**src/rtl/blink_pkg.sv**
```systemverilog
// blink_pkg
//   Shared definitions for the blink requester: blink type encodings, the
//   requester FSM state type, the system clock rate and small timer helpers.
package blink_pkg;

  localparam logic BLINK_ERROR = 1'b0;  // wrong-code blink
  localparam logic BLINK_PROG  = 1'b1;  // programming-OK blink

  localparam int CLK_HZ = 12000000;

  typedef enum logic [2:0] {
    IDLE,
    ISSUE,
    WAIT_LOW,
    WAIT_DONE,
    GAP
  } blink_state_t;

  // 32-bit saturating increment: a stuck state can never wrap the timer back
  // to a small value and hide a timeout.
  function automatic logic [31:0] sat_inc(input logic [31:0] v);
    return (v == 32'hFFFF_FFFF) ? v : v + 32'd1;
  endfunction

  // True on the cycle whose closing edge completes 'lim' cycles in the
  // current timing window. The timer reads 0 during the first cycle, so the
  // test is t + 1 >= lim, done in 33 bits so it cannot overflow.
  function automatic logic limit_reached(input logic [31:0] t, input logic [31:0] lim);
    return ({1'b0, t} + 33'd1) >= {1'b0, lim};
  endfunction

endpackage

```
**src/rtl/blink_req_fifo.sv**
```systemverilog
// blink_req_fifo
//   1-bit wide, DEPTH-deep synchronous FIFO holding pending blink types.
//   A push against a full FIFO is still accepted when a pop happens in the
//   same cycle. The head entry is visible on o_dout without a read latency.
// Ports
//   i_clk    in   clock
//   i_rst    in   asynchronous reset, active-high (flushes the FIFO)
//   i_push   in   write i_din this cycle
//   i_pop    in   remove the head entry this cycle
//   i_din    in   entry to write
//   o_dout   out  current head entry
//   o_full   out  DEPTH entries stored
//   o_empty  out  no entries stored
//   o_count  out  number of stored entries
module blink_req_fifo
  import blink_pkg::*;
#(
  parameter int DEPTH = 4
) (
  input  logic                     i_clk,
  input  logic                     i_rst,
  input  logic                     i_push,
  input  logic                     i_pop,
  input  logic                     i_din,
  output logic                     o_dout,
  output logic                     o_full,
  output logic                     o_empty,
  output logic [$clog2(DEPTH):0]   o_count
);

  localparam int AW    = $clog2(DEPTH);
  localparam int CNT_W = AW + 1;

  // Tiny storage, kept in flops so the head is readable in the same cycle.
  logic [DEPTH-1:0] r_mem;
  logic [AW-1:0]    r_wr_ptr;
  logic [AW-1:0]    r_rd_ptr;
  logic [CNT_W-1:0] r_count;

  logic w_do_pop;
  logic w_do_push;

  assign o_full  = (r_count == CNT_W'(DEPTH));
  assign o_empty = (r_count == '0);
  assign o_count = r_count;
  assign o_dout  = r_mem[r_rd_ptr];

  assign w_do_pop  = i_pop && !o_empty;
  // Space freed by a simultaneous pop lets a push through when full.
  assign w_do_push = i_push && (!o_full || w_do_pop);

  always_ff @(posedge i_clk) begin
    if (w_do_push) begin
      r_mem[r_wr_ptr] <= i_din;
    end
  end

  // Pointers wrap naturally because DEPTH is a power of two.
  always_ff @(posedge i_clk or posedge i_rst) begin
    if (i_rst) begin
      r_wr_ptr <= '0;
      r_rd_ptr <= '0;
      r_count  <= '0;
    end else begin
      if (w_do_push) begin
        r_wr_ptr <= r_wr_ptr + AW'(1);
      end
      if (w_do_pop) begin
        r_rd_ptr <= r_rd_ptr + AW'(1);
      end
      case ({w_do_push, w_do_pop})
        2'b10:   r_count <= r_count + CNT_W'(1);
        2'b01:   r_count <= r_count - CNT_W'(1);
        default: r_count <= r_count;
      endcase
    end
  end

endmodule

```
**src/rtl/blink_requester.sv**
```systemverilog
// blink_requester
//   Initiator side of the blink handshake. Merges error / programming-OK
//   event pulses into a request queue, then plays each queued event on the
//   LED blinker: start strobe, wait for the blinker to go busy, wait for it
//   to finish, then a dark gap. A shared watchdog timer recovers from a
//   blinker that never acknowledges or never finishes.
// Ports
//   i_hwclk           in   system clock
//   i_rst             in   asynchronous reset, active-high
//   i_err_req         in   1-cycle pulse: queue an error blink
//   i_prog_req        in   1-cycle pulse: queue a programming-OK blink
//   i_done_blinking   in   blinker status: 1 idle/finished, 0 blinking
//   o_start_blinking  out  start strobe, high START_PULSE cycles per blink
//   o_blink_type      out  type of the blink in flight (0 error, 1 prog OK)
//   o_busy            out  FSM active or queue non-empty
//   o_pending_count   out  queued, not-yet-issued requests
//   o_overflow        out  sticky: a request was dropped
//   o_timeout         out  sticky: the watchdog fired
module blink_requester
  import blink_pkg::*;
#(
  parameter int          DEPTH        = 4,
  parameter logic [31:0] START_PULSE  = 32'd4,
  parameter logic [31:0] ACK_TIMEOUT  = 32'd16,
  parameter logic [31:0] DONE_TIMEOUT = 32'd72000000,
  parameter logic [31:0] GAP_CYCLES   = 32'd1200000
) (
  input  logic                   i_hwclk,
  input  logic                   i_rst,
  input  logic                   i_err_req,
  input  logic                   i_prog_req,
  input  logic                   i_done_blinking,
  output logic                   o_start_blinking,
  output logic                   o_blink_type,
  output logic                   o_busy,
  output logic [$clog2(DEPTH):0] o_pending_count,
  output logic                   o_overflow,
  output logic                   o_timeout
);

  blink_state_t r_state;
  blink_state_t w_next_state;
  logic [31:0]  r_timer;
  logic         r_pop_pending;
  logic         w_pop_pending_next;
  logic         r_type;
  logic         r_overflow;
  logic         r_timeout;

  logic         w_push;
  logic         w_din;
  logic         w_pop;
  logic         w_full;
  logic         w_empty;
  logic         w_dout;
  logic         w_set_timeout;
  logic         w_set_overflow;
  logic         w_timer_clear;

  // Request merge: an error report always wins over a simultaneous
  // programming-OK report; the loser counts as a dropped request.
  assign w_push = i_err_req || i_prog_req;
  assign w_din  = i_err_req ? BLINK_ERROR : BLINK_PROG;

  assign w_set_overflow = (i_err_req && i_prog_req) || (w_push && w_full && !w_pop);

  blink_req_fifo #(
    .DEPTH(DEPTH)
  ) u_fifo (
    .i_clk   (i_hwclk),
    .i_rst   (i_rst),
    .i_push  (w_push),
    .i_pop   (w_pop),
    .i_din   (w_din),
    .o_dout  (w_dout),
    .o_full  (w_full),
    .o_empty (w_empty),
    .o_count (o_pending_count)
  );

  // The acknowledge window runs from the start strobe rise, so the timer keeps
  // counting across ISSUE -> WAIT_LOW. Every other state entry restarts it.
  assign w_timer_clear = (w_next_state != r_state) &&
                         !((r_state == ISSUE) && (w_next_state == WAIT_LOW));

  // State register and datapath registers
  always_ff @(posedge i_hwclk or posedge i_rst) begin
    if (i_rst) begin
      r_state       <= IDLE;
      r_timer       <= 32'd0;
      r_pop_pending <= 1'b0;
      r_type        <= BLINK_ERROR;
      r_overflow    <= 1'b0;
      r_timeout     <= 1'b0;
    end else begin
      r_state       <= w_next_state;
      r_timer       <= w_timer_clear ? 32'd0 : sat_inc(r_timer);
      r_pop_pending <= w_pop_pending_next;
      if (w_pop) begin
        r_type <= w_dout;
      end else if (w_next_state == GAP) begin
        r_type <= BLINK_ERROR;
      end
      if (w_set_overflow) begin
        r_overflow <= 1'b1;
      end
      if (w_set_timeout) begin
        r_timeout <= 1'b1;
      end
    end
  end

  // Next-state logic
  always_comb begin
    w_next_state       = r_state;
    w_pop              = 1'b0;
    w_pop_pending_next = r_pop_pending;
    w_set_timeout      = 1'b0;
    case (r_state)
      IDLE: begin
        // A non-empty queue first arms a registered pop; the head is removed
        // and latched on the following edge, together with entry into ISSUE.
        if (r_pop_pending) begin
          w_pop              = 1'b1;
          w_pop_pending_next = 1'b0;
          w_next_state       = ISSUE;
        end else if (!w_empty) begin
          w_pop_pending_next = 1'b1;
        end
      end
      ISSUE: begin
        if (limit_reached(r_timer, START_PULSE)) begin
          w_next_state = WAIT_LOW;
        end
      end
      WAIT_LOW: begin
        if (!i_done_blinking) begin
          w_next_state = WAIT_DONE;
        end else if (limit_reached(r_timer, ACK_TIMEOUT)) begin
          w_set_timeout = 1'b1;
          w_next_state  = GAP;
        end
      end
      WAIT_DONE: begin
        if (i_done_blinking) begin
          w_next_state = GAP;
        end else if (limit_reached(r_timer, DONE_TIMEOUT)) begin
          w_set_timeout = 1'b1;
          w_next_state  = GAP;
        end
      end
      GAP: begin
        if (limit_reached(r_timer, GAP_CYCLES)) begin
          w_next_state = IDLE;
        end
      end
      default: begin
        w_next_state = IDLE;
      end
    endcase
  end

  // Output logic
  always_comb begin
    o_start_blinking = 1'b0;
    o_blink_type     = 1'b0;
    case (r_state)
      ISSUE: begin
        o_start_blinking = 1'b1;
        o_blink_type     = r_type;
      end
      WAIT_LOW, WAIT_DONE: begin
        o_blink_type = r_type;
      end
      default: begin
      end
    endcase
    o_busy = (r_state != IDLE) || !w_empty;
  end

  assign o_overflow = r_overflow;
  assign o_timeout  = r_timeout;

endmodule
```
**config.mk**
```make
export PLATFORM = sky130hd
export DESIGN_NAME = blink_requester
export DESIGN_NICKNAME = d
export VERILOG_FILES = /design/src/rtl/blink_pkg.sv /design/src/rtl/blink_req_fifo.sv /design/src/rtl/blink_requester.sv
export SDC_FILE = /design/constraint.sdc
export NUM_CORES = 1
export LEC_CHECK = 0
export ABC_AREA = 1
export BUFFER_PORTS_ARGS = -buffer_cell sky130_fd_sc_hd__buf_2
export CAP_MARGIN = 15
export CORE_AREA = 5 5 92 128
export DETAILED_ROUTE_END_ITERATION = 8
export DIE_AREA = 0 0 97 133
export PLACE_DENSITY = 0.57
export RECOVER_POWER = 100
export SLEW_MARGIN = 20
export SYNTH_ARGS = -nofsm -noshare
export SYNTH_HDL_FRONTEND = slang
export SYNTH_SLANG_ARGS = --single-unit
```
**constraint.sdc**
```tcl
create_clock -name i_hwclk -period 2.3 [get_ports i_hwclk]
set_input_delay 0.23 -clock i_hwclk [delete_from_list [all_inputs] [get_ports i_hwclk]]
set_output_delay 0.23 -clock i_hwclk [all_outputs]
set_load 0.02 [all_outputs]
```
======== Word-level counts from Yosys, hierarchy flattened ========
Cells that the tools add are included.
word-level totals
  bits in registers ....................... 50
  input port bits ......................... 5
  output and inout port bits .............. 8
  word-level logic and storage cells ...... 87
cells by class
  $add $sub $neg .......................... 6
  $lt $le $gt $ge ......................... 7
  equality and inequality tests ........... 12
  muxes and demuxes ....................... 30
  reductions and logical operators ........ 22
operator list
  cell                                                                                    number
  32-bit two-way mux                                                                      2
  32-bit by 1-bit adder with 33-bit output (second input constant)                        1
  33-bit by 21-bit greater-or-equal comparator with 1-bit output (second input constant)  1
  33-bit by 27-bit greater-or-equal comparator with 1-bit output (second input constant)  1
  33-bit by 3-bit greater-or-equal comparator with 1-bit output (second input constant)   1
  33-bit by 5-bit greater-or-equal comparator with 1-bit output (second input constant)   1
  32-bit by 1-bit adder with 32-bit output (second input constant)                        1
  32-bit equality test (second input constant)                                            1
  3-bit two-way mux                                                                       7
  1-bit two-way mux                                                                       15
  3-bit one-hot mux with 5 select lines                                                   1
  3-bit by 2-bit equality test with 1-bit output (second input constant)                  3
  3-bit equality test (second input constant)                                             3
  1-bit logical AND                                                                       8
  3-bit zero test                                                                         2
  2-bit by 3-bit < comparator with 1-bit output (second input constant)                   2
  3-bit one-hot mux with 2 select lines                                                   1
  2-bit by 1-bit adder with 2-bit output (second input constant)                          2
  4-bit bitwise mux                                                                       1
  1-bit zero test                                                                         4
  1-bit logical OR                                                                        4
  2-bit nonzero test                                                                      2
  3-bit by 1-bit adder with 3-bit output (second input constant)                          1
  3-bit by 1-bit equality test with 1-bit output (second input constant)                  1
  other kinds (11)                                                                        11

======== Logic depth before layout (Yosys ltp) ========
Gate-level depths: netlist of run 1.
  depth after elaboration ................. 10
  mapped depth ............................ 21
  depth with buffers taken out ............ 20

======== Hierarchy ========
From an unflattened synthesis of run 1, not the netlist that was laid out.
unflattened totals
  cell total of the unflattened synthesis .. 622
  area total of the unflattened synthesis .. 4,134.0 sq um
by module, submodules not included
  module           times used  cells an instance  area each (sq um)  sequential area each (sq um)
  blink_requester  1           547                3,502.1            975.9
  blink_req_fifo   1           75                 631.9              295.3

======== Least setup slack after synthesis of run 1 ========
No wires, ideal clock.
  kind .................................... reg2reg
  start ................................... reg r_timer[1]
  end ..................................... reg r_timer[10]
  library setup time ...................... 126 ps
  arrival time ............................ 2,254 ps
  required time ........................... 2,174 ps
  slack ................................... -80 ps
  cell stages (with the launch flop) ...... 18
  buffers on the path ..................... 1
  period minus slack after synthesis ...... 2,380 ps
  cell sequence ........................... dfrtp_1 -> ha_1 -> nand3_2 -> nor2_4 -> nand2_1 -> o21ai_1 -> nand2_1 -> nor2_1 -> nand2_1 -> nor2_1 -> nand3_1 -> nand3_2 -> nand2_1 -> clkinv_1 -> nand3_1 -> nand3_4 -> buf_6 -> a21oi_2
between the ends
  cells in the longest elaborated chain, start to end .. 10
  elaborated cells between the ends (all ways) .. 22
  those cells by class .................... 2 x add/sub; 4 x order compare; 4 x eq/ne; 9 x mux; 3 x reduce/logical
RTL lines
  element                                                                                                                                                 RTL line                                        text
  from (decl)                                                                                                                                             blink_requester.sv:43                           logic [31:0] r_timer;
  from (signal assigned)                                                                                                                                  blink_requester.sv:97                           r_timer <= w_timer_clear ? 32'd0 : sat_inc(r_timer);
  32-bit by 1-bit adder with 33-bit output                                                                                                                blink_pkg.sv:29                                 return ({1'b0, t} + 33'd1) >= {1'b0, lim};
  33-bit by 27-bit greater-or-equal comparator with 1-bit output / 33-bit by 5-bit greater-or-equal comparator with 1-bit output (equally long branches)  blink_pkg.sv:29
  3-bit two-way mux (on tied branches)                                                                                                                    blink_requester.sv:147, blink_requester.sv:139
  3-bit two-way mux (on tied branches)                                                                                                                    blink_requester.sv:145, blink_requester.sv:137
  3-bit one-hot mux with 5 select lines                                                                                                                   blink_requester.sv:119                          case (r_state)
  3-bit by 2-bit equality test with 1-bit output                                                                                                          blink_requester.sv:84                           !((r_state == ISSUE) && (w_next_state == WAIT_LOW));
  1-bit logical AND                                                                                                                                       blink_requester.sv:84
  1-bit zero test                                                                                                                                         blink_requester.sv:84
  1-bit logical AND                                                                                                                                       blink_requester.sv:83                           assign w_timer_clear = (w_next_state != r_state) &&
  2-bit != test (no line) / 32-bit two-way mux (equally long branches)                                                                                    n/a
Several ways; a longest one is shown, not always the timed one. The select of a mux whose other input is x is not followed.
A chain may end at the register's enable or synchronous reset.

======== Final worst setup path of run 1 ========
  start ................................... reg r_timer[1]
  end ..................................... reg r_timer[1]
between the ends
  cells in the longest elaborated chain, start to end .. 10
  elaborated cells between the ends (all ways) .. 22
  those cells by class .................... 2 x add/sub; 4 x order compare; 4 x eq/ne; 9 x mux; 3 x reduce/logical
RTL lines
  element                                                                                                                                                 RTL line                                        text
  32-bit by 1-bit adder with 33-bit output *                                                                                                              blink_pkg.sv:29
  33-bit by 27-bit greater-or-equal comparator with 1-bit output / 33-bit by 5-bit greater-or-equal comparator with 1-bit output (equally long branches)  blink_pkg.sv:29
  3-bit two-way mux (on tied branches)                                                                                                                    blink_requester.sv:147, blink_requester.sv:139
  3-bit two-way mux (on tied branches)                                                                                                                    blink_requester.sv:145, blink_requester.sv:137
  3-bit one-hot mux with 5 select lines *                                                                                                                 blink_requester.sv:119
  net w_next_state[2]                                                                                                                                     blink_requester.sv:42                           blink_state_t w_next_state;
  3-bit by 2-bit equality test with 1-bit output                                                                                                          blink_requester.sv:84
  1-bit logical AND                                                                                                                                       blink_requester.sv:84
  1-bit zero test                                                                                                                                         blink_requester.sv:84
  1-bit logical AND *                                                                                                                                     blink_requester.sv:83
  2-bit != test (no line) / 32-bit two-way mux (equally long branches)                                                                                    n/a
Mark *: on every way through the listed nets, which the timed path passes. The rest lies on a longest branch. The select of a mux whose other input is x is not followed.

==> qor.txt, run 1 <==
status - finished, violations left
failing checks - negative setup slack
CORE AREA - 10640 um^2
CP Cell Sequence - ha_4 -> nand3_4 -> nor2_4 -> nand2_4 -> nand2_1 -> nand2_2 -> nor2_1 -> nand3_1 -> o21ai_2 -> buf_4 -> nand2_1 -> nand3_1 -> nand2_1 -> clkinv_2 -> nand2_2 -> nand2_2 -> nand3_4 -> buf_12 -> a21oi_1
Clk pin slew, worst setup/hold paths - 0.07 ns
simple-gate area share of the yosys netlist - 42.31%
CP Max Fanout - 18
DRC - 0
Slowest-stage cell, CP - dfrtp_1
Synth cell types - 31
Detail Route Antenna Nets - 0
largest net degree at the start of global routing - 30
worst setup slack after placement - -0.5055 ns
Leak Pwr - 0.002584 uW
clk sinks - 50
Syn Area/Cell - 6.510 um^2
placer's final routability congestion estimate - 0.9309
Setup CP Type - flop to flop
worst setup margin - -0.3699 ns
Post-DP HPWL - 8.648 mm
CP endpoint kind - flop
VDD IR-drop max - 832.7 uV
setup TNS - -11.34 ns
die area - 12900 um^2
TritonCTS clock tree - built
post-synthesis mux area share - 0%
Synth warnings - 0
Post-Synth Adder-Cell Area - 2.941%
Achievable Freq - 0.3745 GHz
ratio of cells with drive above 1 in the final layout - 37.10%
compound-cell area share of the yosys netlist - 8.789%
PwrDens - 771.2 nW/um^2
post-synthesis xor/xnor area fraction - 2.633%
Port-buffer cells - 12
RSZ-0062 raised after global routing - yes
Synth Register Bits - 50
vias in the first global route - 3986
WL final - 11.41 mm
nature of the critical path startpoint - flop
Worst Tran Pin Value - 1.054 ns
cell area after synthesis - 3659 um^2
ant diodes - 0
H-tree depth - 2
Nets - 702
drt first-iter violations - 245
max-cap violations - 0
final setup vio count - 35
GRT Overall Usage - 17.05%
synthesis-to-finish area growth - 45.76%
Chip Width - 97 um
vias per std cell - 4.763
cts bufs inserted - 5
grt total ovfl - 0
CP Data Required Time - 2.52 ns
Post-Syn Instances - 562
drt wl/cell - 13.73 um
# rows - 45
Seq/Total Area, Yosys - 34.75%
Mapped Nets - 575
fin. max-slew vios - 0
min-delay worst type - input port to flop
Setup Skew - 0.01303 ns
Critical Path AT - 2.89 ns
IO Pins - 13
Clock Latency Late Sink - 0.30 ns
initial antenna violation count - 0
CTS Buffer Depth - 2
Die H - 133 um
first-pass GRT wire length - 18.00 mm
placed standard-cell area - 4679 um^2
Finished Cell Area - 5333 um^2
crit path time final - 2.670 ns
Crit path largest cell delay - 0.44 ns
DRT Pass-1 Iters - 4
via count - 3958
Initial Utilization - 34.38%
CTS Root Cell - clkbuf_16
period utilization - 116.1%
final hold vios - 0
Slew headroom - 29.75%
main combinational cell family by area after synthesis - simple AND/OR/NAND/NOR gates
-- registers in the layout, indices dropped and copies added, names as in the netlist --
| register | cells |
|---|---|
| r_pop_pending | 1 |
| u_fifo.r_rd_ptr | 2 |
| r_timer | 32 |
| o_overflow | 1 |
| u_fifo.o_count | 3 |
| o_timeout | 1 |
| r_type | 1 |
| u_fifo.r_wr_ptr | 2 |
| r_state | 3 |
| u_fifo.r_mem | 4 |
-- cells in the mapped netlist, drive strengths merged --
master,number,area (um^2)
fa,1,20.02
xnor2,4,35.03
nand3,35,202.7
dfrtp,46,1151
nor3,8,40.04
nand2,190,728.2
o32ai,1,8.760
buf,6,47.54
edfxtp,4,120.1
nor2,116,488.0
inv,67,251.5
ha,7,87.58
clkbuf,3,11.26
xor2,7,61.31
o21ai,11,55.05
nand3b,6,45.04
o21bai,2,15.01
nand4,6,43.79
clkinv,1,3.750
a21oi,41,242.7
-- power breakdown --
group	switching [uW]	internal, uW	leakage [uW]
sequential	141	1050	0.000642
clock	372	416	0.0000759
combinational	1280	848	0.00187
total	1800	2320	0.00258
-- final timing paths --
kind	start	endpoint	slack (ns)	depth (start not counted)
max	r_timer[1]$_DFFE_PP0P_	r_timer[1]$_DFFE_PP0P_	-0.37	19
min	i_prog_req	o_overflow$_DFFE_PP0P_	0.18	3
max reg2reg	r_timer[1]$_DFFE_PP0P_	r_timer[1]$_DFFE_PP0P_	-0.37	19
min reg2reg	o_timeout$_DFFE_PP0P_	o_timeout$_DFFE_PP0P_	0.49	2
max in group asynchronous	i_rst	r_timer[0]$_DFFE_PP0P_	0.62	4
min in group asynchronous	i_rst	r_timer[3]$_DFFE_PP0P_	0.38	3
-- critical path, delay by kind of cell, from the launching register on --
family | cells | cell delay, ns
adder cells (fa/ha/maj) | 1 | 0.18
AND/OR/NAND/NOR | 13 | 1.32
AO/OA/AOI/OAI | 2 | 0.29
flip-flops | 1 | 0.44
buffers and inverters | 3 | 0.37
-- placed cells by master (no fill, tap or decap), drive strengths merged --
cell type	n
a21oi	41
buf	115
clkbuf	18
clkinv	3
dfrtp	46
dlygate4sd3	1
edfxtp	4
fa	1
ha	7
inv	68
nand2	190
nand3	35
nand3b	6
nand4	6
nor2	116
nor3	8
o21ai	11
o21bai	2
o32ai	1
xnor2	4
xor2	7
-- metrics by stage --
stage          total power, uW  hold WS, ns  utilization [%]  std cells
2_1_floorplan             2403       0.3605                -        562
3_3_place_gp              3021       0.1167            43.97        806
3_5_place_dp              3049       0.1178            43.97        806
4_1_cts                   3867       0.1816            46.88        820
5_1_grt                   4377       0.2180            50.11        831
6_report                  4113       0.1807            50.11        831
-- layer usage --
layer | GRT usage, % | up-vias | routed length, um
met5 | 0 | - | 0
met1 | 17.15 | 1846 | 4287
met2 | 33.45 | 75 | 6191
li1 | - | 2006 | -
met4 | 8.821 | 0 | 614
met3 | 2.268 | 31 | 315
-- kinds of logic (layout without fill, tap and decap cells) --
group / count (synthesis) / count (layout)
adder cells (fa/ha/maj): 8 / 8
buffers and inverters: 77 / 205
AND/OR/NAND/NOR: 361 / 361
XOR/XNOR: 11 / 11
flip-flops: 50 / 50
AO/OA/AOI/OAI: 55 / 55
-- area by class of cell --
type	instances	area, um^2
fill	1070	5309
sequential	50	1276
clock inverter	3	28.78
clock buffer	5	125.1
tap	141	176.4
timing repair buffer	129	985.9
multi-input combinational	435	2481
inverter	68	259.0
-- timing repair --
action	CTS	global route
buffers inserted	5	10
gates cloned	0	1
gates resized for setup	35	81
endpoints found under the hold margin	4	0
endpoints found under the setup margin	35	37
hold buffers	1	0
pin swaps	9	22
Note: power is estimated with default switching activity, not from simulation.
==> run 2, diff against run 1 <==
--- a/config.mk
+++ b/config.mk
@@ -8,10 +8,10 @@
 export ABC_AREA = 1
 export BUFFER_PORTS_ARGS = -buffer_cell sky130_fd_sc_hd__buf_2
 export CAP_MARGIN = 15
-export CORE_AREA = 5 5 92 128
+export CORE_AREA = 5 5 74 103
 export DETAILED_ROUTE_END_ITERATION = 8
-export DIE_AREA = 0 0 97 133
-export PLACE_DENSITY = 0.57
+export DIE_AREA = 0 0 79 108
+export PLACE_DENSITY = 0.81
 export RECOVER_POWER = 100
 export SLEW_MARGIN = 20
 export SYNTH_ARGS = -nofsm -noshare
==> run 2 against run 1 <==
Against the previous run:
- the flow still finishes with violations (negative setup slack)
- fmax shrank 9.4%
- sequential share of layout area is essentially flat
- hold slack lost 0.021 ns
- via count grew 22%
- global-route usage grew 11 points
- setup slack lost 0.28 ns
- register-to-register slack lost 0.28 ns
- total power grew 5.2%
- non-clock buffer count shrank 6
- largest cell class unchanged
==> qor.txt, run 2 (synthesis gave the netlist of run 1 again) <==
Slew headroom - 19.03% (was 29.75%)
fin. max-slew vios - 0 (unchanged)
nature of the critical path startpoint - flop (unchanged)
Clock Latency Late Sink - 0.33 ns (was 0.30 ns)
Chip Width - 79 um (was 97 um)
placer's final routability congestion estimate - 1.002 (was 0.9309)
Critical Path AT - 3.20 ns (was 2.89 ns)
ant diodes - 0 (unchanged)
Achievable Freq - 0.3392 GHz (was 0.3745 GHz)
die area - 8532 um^2 (was 12900 um^2)
Worst Tran Pin Value - 1.215 ns (was 1.054 ns)
cts bufs inserted - 5 (unchanged)
period utilization - 128.2% (was 116.1%)
drt wl/cell - 20.58 um (was 13.73 um)
GRT Overall Usage - 27.96% (was 17.05%)
hold slack - 0.1600 ns (was 0.1807 ns)
crit path time final - 2.948 ns (was 2.670 ns)
initial antenna violation count - 0 (unchanged)
# rows - 35 (was 45)
vias per std cell - 6.344 (was 4.763)
TritonCTS clock tree - built (unchanged)
RSZ-0062 raised after global routing - yes (unchanged)
CP endpoint kind - flop (unchanged)
max-cap violations - 0 (unchanged)
largest net degree at the start of global routing - 30 (unchanged)
synthesis-to-finish area growth - 46.14% (was 45.76%)
Port-buffer cells - 12 (unchanged)
status - finished, violations left (unchanged)
clk sinks - 50 (unchanged)
grt total ovfl - 0 (unchanged)
commonest cells after routing, fill and taps aside - nand2_1, buf_4, nor2_1, inv_1, dfrtp_1 (unchanged)
first-pass GRT wire length - 19.02 mm (was 18.00 mm)
CORE AREA - 6525 um^2 (was 10640 um^2)
CTS Root Cell - clkbuf_8 (was clkbuf_16)
area of the multi-input gates - 2624 um^2 (was 2481 um^2)
VDD IR-drop max - 1516 uV (was 832.7 uV)
Biggest register - r_timer (unchanged)
worst setup margin - -0.6479 ns (was -0.3699 ns)
Leak Pwr - 0.002606 uW (was 0.002584 uW)
WL final - 15.60 mm (was 11.41 mm)
final hold vios - 0 (unchanged)
Initial Utilization - 56.07% (was 34.38%)
reg-to-reg setup timing slack - -0.65 ns (was -0.37 ns)
CTS Buffer Depth - 2 (unchanged)
DRC - 0 (unchanged)
via count - 4809 (was 3958)
Clk pin slew, worst setup/hold paths - 0.12 ns (was 0.07 ns)
final setup vio count - 38 (was 35)
drt first-iter violations - 682 (was 245)
CP Max Fanout - 18 (unchanged)
failing checks - negative setup slack (unchanged)
H-tree depth - 2 (unchanged)
Post-DP HPWL - 8.180 mm (was 8.648 mm)
IO Pins - 13 (unchanged)
register area - 1279 um^2 (was 1276 um^2)
ratio of cells with drive above 1 in the final layout - 41.08% (was 37.10%)
PwrDens - 808.9 nW/um^2 (was 771.2 nW/um^2)
Util after Layout - 81.94% (was 50.11%)
Die H - 108 um (was 133 um)
Register-to-Register Path Depth - 20 (was 19)
largest registers - r_timer: 32 flops, u_fifo.r_mem: 4 flops (unchanged)
Detail Route Antenna Nets - 0 (unchanged)
DRT Pass-1 Iters - 6 (was 4)
Nets - 696 (was 702)
hold path depth - 3 (unchanged)
placed standard-cell area - 4528 um^2 (was 4679 um^2)
vias in the first global route - 4245 (was 3986)
min-delay worst type - input port to flop (unchanged)
Setup Skew - 0.02309 ns (was 0.01303 ns)
worst setup slack after placement - -0.3814 ns (was -0.5055 ns)
Finished Cell Area - 5346 um^2 (was 5333 um^2)
max reg flops - 32 (unchanged)
fill cell count - 348 (was 1070)
Setup CP Type - flop to flop (unchanged)
CP Data Required Time - 2.55 ns (was 2.52 ns)
commonest non-fill, non-tap cell in the layout - nand2_1 (unchanged)
==> run 2: power breakdown <==
group          switching (uW)  internal [uW]
clock network             362            327
registers                 178           1050
logic                    1500            907
==> run 2: layout make-up <==
| cell class | instances | share of cell area, % |
|---|---|---|
| clock inverter | 3 | 0.8191 |
| clock buffer | 5 | 1.287 |
| inverter | 68 | 4.915 |
| multi-input combinational | 435 | 49.08 |
| sequential | 50 | 23.92 |
| tap | 74 | 1.732 |
| timing repair buffer | 123 | 18.25 |
==> run 2: worst max-delay path: stages, from the launching register on <==
cell and delay, ns:
dfrtp_2 0.47, nand2_1 0.12, nor2_1 0.19, buf_4 0.14, nand2_1 0.06, nor2_2 0.13
nand2_1 0.06, nand2_1 0.07, nand2_1 0.15, nor2_2 0.20, nand2_1 0.11, nor2_4 0.12
nand4_1 0.13, nand2_1 0.13, inv_2 0.06, nand2_2 0.07, nand2_2 0.06, nand2_2 0.09
nand3_4 0.13, buf_12 0.20, a21oi_2 0.19
==> run 2: timing repair <==
| action | CTS | global route |
|---|---|---|
| hold endpoints to repair | 7 | 0 |
| hold buffers | 1 | 0 |
| resized for setup | 38 | 120 |
| pin swaps | 7 | 26 |
| cloned | 0 | 1 |
| setup endpoints to repair | 35 | 38 |
| buffers inserted | 2 | 16 |
==> run 2: path summary, 6_finish.rpt <==
kind                                           endpoint                     from
max in group asynchronous       r_timer[19]$_DFFE_PP0P_                    i_rst
worst min register to register    o_timeout$_DFFE_PP0P_    o_timeout$_DFFE_PP0P_
min in group asynchronous        r_timer[0]$_DFFE_PP0P_                    i_rst
worst min-delay path             o_overflow$_DFFE_PP0P_               i_prog_req
worst max-delay path            r_timer[16]$_DFFE_PP0P_  r_timer[17]$_DFFE_PP0P_
worst max register to register  r_timer[16]$_DFFE_PP0P_  r_timer[17]$_DFFE_PP0P_
==> run 2: metal layers <==
metal / vias to the layer above / track usage (%) / routed length, um
met4: 0 / 18.06 / 1533
met5: - / 0 / 0
li1: 1995 / - / -
met1: 2212 / 29.13 / 4937
met3: 174 / 4.750 / 1450
met2: 428 / 50.96 / 7681
==> run 2: stage by stage <==
stage / power, uW / setup TNS [ns] / std cells
after floorplan: 2403 / -0.2116 / 562
after global placement: 2966 / -9.614 / 730
after detailed placement: 3057 / -11.59 / 730
after CTS: 3767 / -9.678 / 741
after global routing: 4488 / -26.83 / 758
final: 4325 / -19.53 / 758
==> run 3, diff against run 2 <==
--- a/config.mk
+++ b/config.mk
@@ -8,10 +8,10 @@
 export ABC_AREA = 1
 export BUFFER_PORTS_ARGS = -buffer_cell sky130_fd_sc_hd__buf_2
 export CAP_MARGIN = 15
-export CORE_AREA = 5 5 74 103
+export CORE_AREA = 5 5 71 99
 export DETAILED_ROUTE_END_ITERATION = 8
-export DIE_AREA = 0 0 79 108
-export PLACE_DENSITY = 0.81
+export DIE_AREA = 0 0 76 104
+export PLACE_DENSITY = 0.84
 export RECOVER_POWER = 100
 export SLEW_MARGIN = 20
 export SYNTH_ARGS = -nofsm -noshare
==> constraint.sdc (replaced) <==
create_clock -name i_hwclk -period 3 [get_ports i_hwclk]
set_input_delay 0.3 -clock i_hwclk [delete_from_list [all_inputs] [get_ports i_hwclk]]
set_output_delay 0.3 -clock i_hwclk [all_outputs]
set_load 0.02 [all_outputs]
==> run 3 against run 2 <==
Against the previous run:
- the run ends with max-capacitance violations, max-slew violations left
- wire length is 39% lower
- count of clock-buffer cells in the layout rose by 1
- via count shrank 24%
- critical endpoint is now r_timer[11]$_DFFE_PP0P_
==> qor.txt, run 3 (synthesis gave the netlist of run 1 again) <==
final hold vios - 0 (unchanged)
fin. max-slew vios - 47 (was 0)
Setup Skew - 0.006111 ns (was 0.02309 ns)
Post-DP HPWL - 6.750 mm (was 8.180 mm)
min-delay worst type - input port to flop (unchanged)
TritonCTS clock tree - built (unchanged)
Clock Latency Late Sink - 0.30 ns (was 0.33 ns)
Util after Layout - 66.23% (was 81.94%)
fill cell count - 547 (was 348)
H-tree depth - 2 (unchanged)
Setup CP Type - flop to flop (unchanged)
max-cap violations - 1 (was 0)
WL final - 9.547 mm (was 15.60 mm)
largest registers - r_timer: 32 flops, u_fifo.r_mem: 4 flops (unchanged)
final setup vio count - 0 (was 38)
GRT Overall Usage - 23.34% (was 27.96%)
status - finished, violations left (unchanged)
commonest cells after routing, fill and taps aside - nand2_1, nor2_1, inv_1, dfrtp_1, a21oi_1 (was nand2_1, buf_4, nor2_1, inv_1, dfrtp_1)
Port-buffer cells - 12 (unchanged)
largest net degree at the start of global routing - 47 (was 30)
reg-to-reg setup timing slack - 0.17 ns (was -0.65 ns)
max reg flops - 32 (unchanged)
initial antenna violation count - 0 (unchanged)
min-delay src - i_prog_req (unchanged)
IO Pins - 13 (unchanged)
hold_buf cts - 0 (was 1)
via count - 3669 (was 4809)
CP Data Required Time - 3.23 ns (was 2.55 ns)
period utilization - 94.30% (was 128.2%)
drt first-iter violations - 291 (was 682)
hold path endpoint - o_overflow$_DFFE_PP0P_ (unchanged)
Combinational Power Share - 47.4% (was 55.6%)
Chip Width - 76 um (was 79 um)
reg2reg end - r_timer[11]$_DFFE_PP0P_ (was r_timer[16]$_DFFE_PP0P_)
worst setup slack after placement - 0.2146 ns (was -0.3814 ns)
Clk pin slew, worst setup/hold paths - 0.09 ns (was 0.12 ns)
switching power - 1185 uW (was 2038 uW)
first-pass GRT wire length - 15.41 mm (was 19.02 mm)
placed cell count - 641 (was 730)
share of power burned in registers - 34.6% (was 28.4%)
CTS Root Cell - clkbuf_8 (unchanged)
DRT Pass-1 Iters - 5 (was 6)
PwrDens - 658.2 nW/um^2 (was 808.9 nW/um^2)
cts bufs inserted - 5 (unchanged)
worst setup margin - 0.1710 ns (was -0.6479 ns)
Die H - 104 um (was 108 um)
Biggest register - r_timer (unchanged)
Critical Path AT - 3.06 ns (was 3.20 ns)
commonest non-fill, non-tap cell in the layout - nand2_1 (unchanged)
clk sinks - 50 (unchanged)
CORE AREA - 6083 um^2 (was 6525 um^2)
Slew headroom - -37.94% (was 19.03%)
DRC - 0 (unchanged)
grt total ovfl - 0 (unchanged)
Finished Layout Cells - 656 (was 758)
Clk pwr share - 18.0% (was 15.9%)
Worst Tran Pin Value - 2.058 ns (was 1.215 ns)
vias in the first global route - 3594 (was 4245)
Initial Utilization - 60.14% (was 56.07%)
Overall Power - 2652 uW (was 4325 uW)
CP Max Fanout - 16 (was 18)
# rows - 34 (was 35)
CP endpoint kind - flop (unchanged)
Leak Pwr - 0.001911 uW (was 0.002606 uW)
CTS Buffer Depth - 2 (unchanged)
placer's final routability congestion estimate - 0.9454 (was 1.002)
nature of the critical path startpoint - flop (unchanged)
Worst R2R Start - r_timer[1]$_DFFE_PP0P_ (was r_timer[17]$_DFFE_PP0P_)
ratio of cells with drive above 1 in the final layout - 13.01% (was 41.08%)
drt wl/cell - 14.55 um (was 20.58 um)
crit path time final - 2.829 ns (was 2.948 ns)
Achievable Freq - 0.3535 GHz (was 0.3392 GHz)
ant diodes - 0 (unchanged)
VDD IR-drop max - 655.6 uV (was 1516 uV)
Register-to-Register Path Depth - 18 (was 20)
switching share of total power - 44.67% (was 47.12%)
Int Power - 1467 uW (was 2287 uW)
hold path depth - 3 (unchanged)
Nets - 596 (was 696)
die area - 7904 um^2 (was 8532 um^2)
failing checks - max-capacitance violations, max-slew violations (was negative setup slack)
setup TNS - 0 ns (was -19.53 ns)
Detail Route Antenna Nets - 0 (unchanged)
synthesis-to-finish area growth - 10.12% (was 46.14%)
vias per std cell - 5.593 (was 6.344)
## run 3: cell type report
type                       count  area [um^2]  area share, %
clock inverter                 2        37.54         0.9317
inverter                      68        256.5          6.366
tap                           72        90.09          2.236
multi-input combinational    435         2148          53.32
timing repair buffer          23        152.6          3.789
sequential                    50         1271          31.55
clock buffer                   6        72.57          1.801
## run 3: worst max-delay path by stage
stage                     cells past startpoint                    start                      end  slack (ns)
final                                        18   r_timer[1]$_DFFE_PP0P_  r_timer[11]$_DFFE_PP0P_        0.17
after global routing                         19   r_timer[0]$_DFFE_PP0P_   r_timer[2]$_DFFE_PP0P_       -0.05
after CTS                                    17   r_timer[1]$_DFFE_PP0P_   r_timer[2]$_DFFE_PP0P_        0.18
after detailed placement                     18  r_timer[10]$_DFFE_PP0P_   r_timer[2]$_DFFE_PP0P_        0.21
after global placement                       17   r_timer[1]$_DFFE_PP0P_  r_timer[13]$_DFFE_PP0P_        0.32
after floorplan                              17   r_timer[1]$_DFFE_PP0P_  r_timer[10]$_DFFE_PP0P_        0.62
## run 3: layer usage
layer | up-vias | wire [um] | global-route usage, %
met1 | 1680 | 3546 | 25.25
met2 | 155 | 4909 | 42.59
met5 | - | 0 | 0
met4 | 0 | 482 | 12.72
met3 | 40 | 610 | 3.380
li1 | 1794 | - | -
## run 3: through the flow
step                      cell area (um^2)  hold slack, ns
after global routing                  4029          0.2709
final                                 4029          0.2526
after detailed placement              3792          0.4568
after CTS                             3902          0.2432
after floorplan                       3659          0.4305
after global placement                3792          0.4553
## run 3: power groups by stage
| stage | registers, uW | clock network [uW] | logic, uW |
|---|---|---|---|
| after global routing | 932 | 519 | 1370 |
| after detailed placement | 918 | 0 | 1130 |
| after floorplan | 922 | 0 | 878 |
| after CTS | 905 | 486 | 1130 |
| after global placement | 910 | 0 | 1090 |
| final | 917 | 477 | 1260 |
## run 3: worst max-delay path: stages, from the launching register on
cell and delay, ns:
dfrtp_1 0.45, ha_4 0.18, nand3_4 0.11, nor2_4 0.21, nand2_2 0.11, o21ai_1 0.18, nand2_1 0.13, nor2_1 0.18
nand2_1 0.09, nor2_2 0.13, nand4_1 0.10, nand2_1 0.08, inv_1 0.06, nand2_1 0.09, nand2_1 0.07, nand2_2 0.08
nand3_4 0.12, clkbuf_16 0.22, a21oi_1 0.15
## run 3: timing repair
item | in CTS | in global routing
resized for setup | 0 | 25
setup buffers | 0 | 6
setup endpoints to repair | 0 | 32
